<file path="src/rtl/credit_sender.sv">
// Sender half of a credit-based channel: accepts producer words while credits
// remain, forwards them as registered enqueue pulses, and restores credit on dequeue.
module credit_sender #(
    parameter int DATA_WIDTH   = 16,
    parameter int FIFO_ADDR    = 2,
    parameter int CREDIT_DELAY = 1
) (
    input  logic                         clock,
    input  logic                         reset,
    input  logic signed [DATA_WIDTH-1:0] i_data,
    input  logic                         i_valid,
    output logic                         o_ready,
    output logic signed [DATA_WIDTH-1:0] o_data,
    output logic                         o_enq,
    input  logic                         i_credit,
    output logic [FIFO_ADDR:0]           o_credits,
    output logic                         o_credit_err
);

    localparam int            CW          = FIFO_ADDR + 1;
    localparam logic [CW-1:0] MAX_CREDITS = CW'(2 ** FIFO_ADDR);

    logic [CW-1:0]                cnt_q, cnt_d;
    logic                         enq_q, enq_d;
    logic signed [DATA_WIDTH-1:0] data_q, data_d;
    logic                         err_q, err_d;
    logic                         credit_dly;
    logic                         fire;

    // Credit-return delay line models the wire latency back from the consumer.
    generate
        if (CREDIT_DELAY == 0) begin : g_no_dly
            assign credit_dly = i_credit;
        end else begin : g_dly
            logic [CREDIT_DELAY-1:0] dly_q, dly_d;

            always_comb begin
                dly_d    = dly_q;
                dly_d[0] = i_credit;
                for (int i = 1; i < CREDIT_DELAY; i++) begin
                    dly_d[i] = dly_q[i-1];
                end
            end

            always_ff @(posedge clock) begin
                if (reset) begin
                    dly_q <= '0;
                end else begin
                    dly_q <= dly_d;
                end
            end

            assign credit_dly = dly_q[CREDIT_DELAY-1];
        end
    endgenerate

    assign o_ready = (cnt_q != '0);
    assign fire    = i_valid & o_ready;

    always_comb begin
        cnt_d  = cnt_q;
        err_d  = err_q;
        enq_d  = fire;
        data_d = fire ? i_data : data_q;
        if (fire && !credit_dly) begin
            cnt_d = cnt_q - CW'(1);
        end else if (credit_dly && !fire) begin
            // A credit with nothing outstanding means the return path is broken.
            if (cnt_q == MAX_CREDITS) begin
                err_d = 1'b1;
            end else begin
                cnt_d = cnt_q + CW'(1);
            end
        end
    end

    always_ff @(posedge clock) begin
        if (reset) begin
            cnt_q  <= MAX_CREDITS;
            enq_q  <= 1'b0;
            data_q <= '0;
            err_q  <= 1'b0;
        end else begin
            cnt_q  <= cnt_d;
            enq_q  <= enq_d;
            data_q <= data_d;
            err_q  <= err_d;
        end
    end

    assign o_enq        = enq_q;
    assign o_data       = data_q;
    assign o_credits    = cnt_q;
    assign o_credit_err = err_q;

endmodule

</file>
<file path="config.mk">
export PLATFORM = sky130hd
export DESIGN_NAME = credit_sender
export DESIGN_NICKNAME = d
export VERILOG_FILES = /design/src/rtl/credit_sender.sv
export SDC_FILE = /design/constraint.sdc
export NUM_CORES = 1
export LEC_CHECK = 0
export CORE_UTILIZATION = 35
export DETAILED_ROUTE_END_ITERATION = 8
export GPL_TIMING_DRIVEN = 0
export PLACE_DENSITY = 0.74
export SLEW_MARGIN = 5
export SYNTH_ARGS = -nofsm -noshare
export SYNTH_HDL_FRONTEND = slang
export SYNTH_SLANG_ARGS = --single-unit
</file>
<file path="constraint.sdc">
create_clock -name clock -period 2.2 [get_ports clock]
set_input_delay 0.22 -clock clock [delete_from_list [all_inputs] [get_ports clock]]
set_output_delay 0.22 -clock clock [all_outputs]
set_load 0.03 [all_outputs]
</file>
==> metrics <==
total CTS buffers 3; I/O pins between 40 and 50; hpwl dp around 1500 um; Slew headroom 0.7088; DRT Pass-1 Iters 4; clk root buf clkbuf_4; Tmin final about 2100 ps; CTS tree done; Syn Area/Cell between 8 and 9 um2; post-synthesis instance total 102; first-pass GRT wire length about 3300 um; setup TNS 0 ps; die area 0.002699 mm2; vias in the first global route around 780; Tcrit/Tclk final 0.9514; VDD IR-drop max approximately 0.00043 V; top cells by area in the synthesized netlist dfxtp_1 50%, nand2_1 15%, a21oi_1 11%; Power Density a little over 700 mW/mm2; Die Y just over 50 um; Crit path required time around 2400 ps; Hold Vio Cnt, Final 0; max incr delay on CP between 400 and 500 ps; Area Growth Syn to Fin 55.73%; Core Area 0.002276 mm2; largest net degree at the start of global routing 12; Final Skew roughly 4.2 ps; area leader, netlist dfxtp_1; Antenna diodes 0; Starting Density 0.3837; crit path max fanout 10; area of the mapped netlist ~870 um2; cts hold-fix bufs 0; Filler Cells Inserted just under 200; clock buffer depth 2; # H-tree levels 1; FF+latch count, synth 22; Worst setup EP type register; final setup fails 0; status complete, no violations; Die X about 52 um; Tightest Hold Check Type in2reg; max_cap viols 0; Synth top area share 0.5043; wire per inst between 10 and 15 um; register area share after synthesis 0.5043; I/O Buffers just over 40; Worst Path Arrival 2290 ps; FP Rows 17; syn nets 125; Antenna Nets Post-Route 0; routed via count 879; Startpoint Class register; f_max 0.4778 GHz; Synth cell types 21; GRT Total Usage 0.1683; drt initial violations 16; max-slew violation count 0; Yosys warning count 0; vias per cell between 5 and 6; Worst Hold Slack 460.8 ps; antenna violations before repair 0; CP Class reg2reg; DRT Wirelength between 2000 and 2500 um; # DRC 0; Clock Latency Late Sink around 300 ps; Worst Max-Slew Pin Slew roughly 440 ps; Worst-path clk slew 110 ps; Final GP Congestion 0.8041; Leakage between 0.5 and 0.6 nW; share of layout cells above drive strength 1 0.08844; clk sinks 22; critical path, cell by cell o31ai_4 > inv_2 > buf_6 > ha_2 > inv_1 > fa_1 > xnor2_1 > a211oi_1 > a21oi_1; critical path's slowest cell dfxtp_2; Overflow after GRT 0; Nets 172
## worst paths after layout
path | to | slack [ps] | cells past startpoint | from
setup / recovery | o_credits[2]$_SDFFE_PP1P_ | 110 | 9 | o_credits[0]$_SDFFE_PP0P_
hold reg to reg | o_data[15]$_SDFFE_PP0P_ | 460 | 2 | o_data[15]$_SDFFE_PP0P_
setup reg to reg | o_credits[2]$_SDFFE_PP1P_ | 110 | 9 | o_credits[0]$_SDFFE_PP0P_
hold / removal | o_data[13]$_SDFFE_PP0P_ | 460 | 3 | i_data[13]
## layer usage
metal | vias to the layer above | routed length [um] | track usage
li1 | 429 | - | -
met1 | 412 | 933 | 0.1982
met2 | 34 | 1030 | 0.2842
met3 | 4 | 134 | 0.04678
met4 | 0 | 31 | 0.06757
met5 | - | 0 | 0
## placed cells by master (no fill, tap or decap)
cell / netlist / routed
inv_2: 1 / 1
ha_1: 2 / 1
clkbuf_1: 2 / 2
clkbuf_4: 0 / 3
dfxtp_1: 22 / 19
inv_1: 5 / 5
nor2b_1: 1 / 1
ha_2: 0 / 1
o21ai_0: 1 / 1
nor2_1: 2 / 2
o21bai_1: 1 / 1
dfxtp_4: 0 / 2
a41oi_1: 1 / 1
nand2_1: 34 / 34
a211oi_1: 2 / 2
o31ai_4: 1 / 1
or3b_2: 1 / 1
dfxtp_2: 0 / 1
a21oi_1: 19 / 19
buf_6: 2 / 2
xnor2_1: 1 / 1
clkdlybuf4s50_1: 0 / 41
nor3b_1: 1 / 1
buf_4: 0 / 1
or3_1: 1 / 1
fa_1: 1 / 1
a311o_1: 1 / 1
## registers in the layout, summed over array words and instances (netlist names)
| register | cells |
|---|---|
| credit_dly | 1 |
| o_data | 16 |
| o_credits | 3 |
| o_enq | 1 |
| o_credit_err | 1 |
## kinds of logic (layout without fill, tap and decap cells)
| logic type | Yosys count | after routing | share of synthesized area |
|---|---|---|---|
| compound gates | 26 | 26 | 0.1862 |
| simple gates | 40 | 40 | 0.1877 |
| fa+ha+maj | 3 | 3 | 0.05157 |
| xor+xnor | 1 | 1 | 0.01003 |
| buf+inv | 10 | 55 | 0.06017 |
| flops | 22 | 22 | 0.5043 |
## where the power goes
part | leakage, nW | total, mW | internal [mW] | switching (mW)
logic | 0.320 | 0.329 | 0.153 | 0.176
clock network | 0.0138 | 0.173 | 0.0639 | 0.109
registers | 0.182 | 0.471 | 0.438 | 0.0337
## worst max-delay path: cells and delay by family, from the launching register on
| kind | cells | cell delay (ps) |
|---|---|---|
| AOI/OAI and AO/OA | 3 | 380 |
| DFF | 1 | 440 |
| xor gates and xnor gates | 1 | 140 |
| buffers and inverters | 3 | 380 |
| adders and majority gates | 2 | 650 |
## synthesized netlist by cell type
master	count
nor2_1	2
ha_1	2
o31ai_4	1
fa_1	1
nor2b_1	1
nor3b_1	1
nand2_1	34
a21oi_1	19
a311o_1	1
buf_6	2
inv_1	5
or3b_2	1
o21bai_1	1
a211oi_1	2
xnor2_1	1
clkbuf_1	2
inv_2	1
dfxtp_1	22
o21ai_0	1
a41oi_1	1
or3_1	1
## area by class of cell
class	count	area, um2	area share
Tap cell	28	35.03	0.02576
Multi-Input combinational cell	70	382.9	0.2815
Inverter	6	22.52	0.01656
Sequential cell	22	449.2	0.3303
Timing Repair Buffer	42	417.9	0.3073
Buffer	4	30.03	0.02208
Clock buffer	3	22.52	0.01656
## what timing repair did
| action | CTS | global route |
|---|---|---|
| endpoints found under the hold margin | 0 | 0 |
| pin swaps | 1 | 0 |
| buffers inserted | 1 | 0 |
| resized for setup | 0 | 3 |
| endpoints found under the setup margin | 2 | 1 |
| gates cloned | 0 | 0 |
## stage by stage
stage	instance area, um2	utilization	instances	total power, mW	setup slack [ps]
3_5_place_dp	1323	0.5811	171	0.8018	-312.4
6_report	1360	0.5976	175	0.9737	107.0
4_1_cts	1353	0.5943	175	0.9824	59.99
3_3_place_gp	1323	0.5811	171	0.7942	-302.2
5_1_grt	1360	0.5976	175	1.032	-4.119
2_1_floorplan	877.1	-	102	0.6649	94.03
No activity file was read; power rests on OpenSTA's default activity.
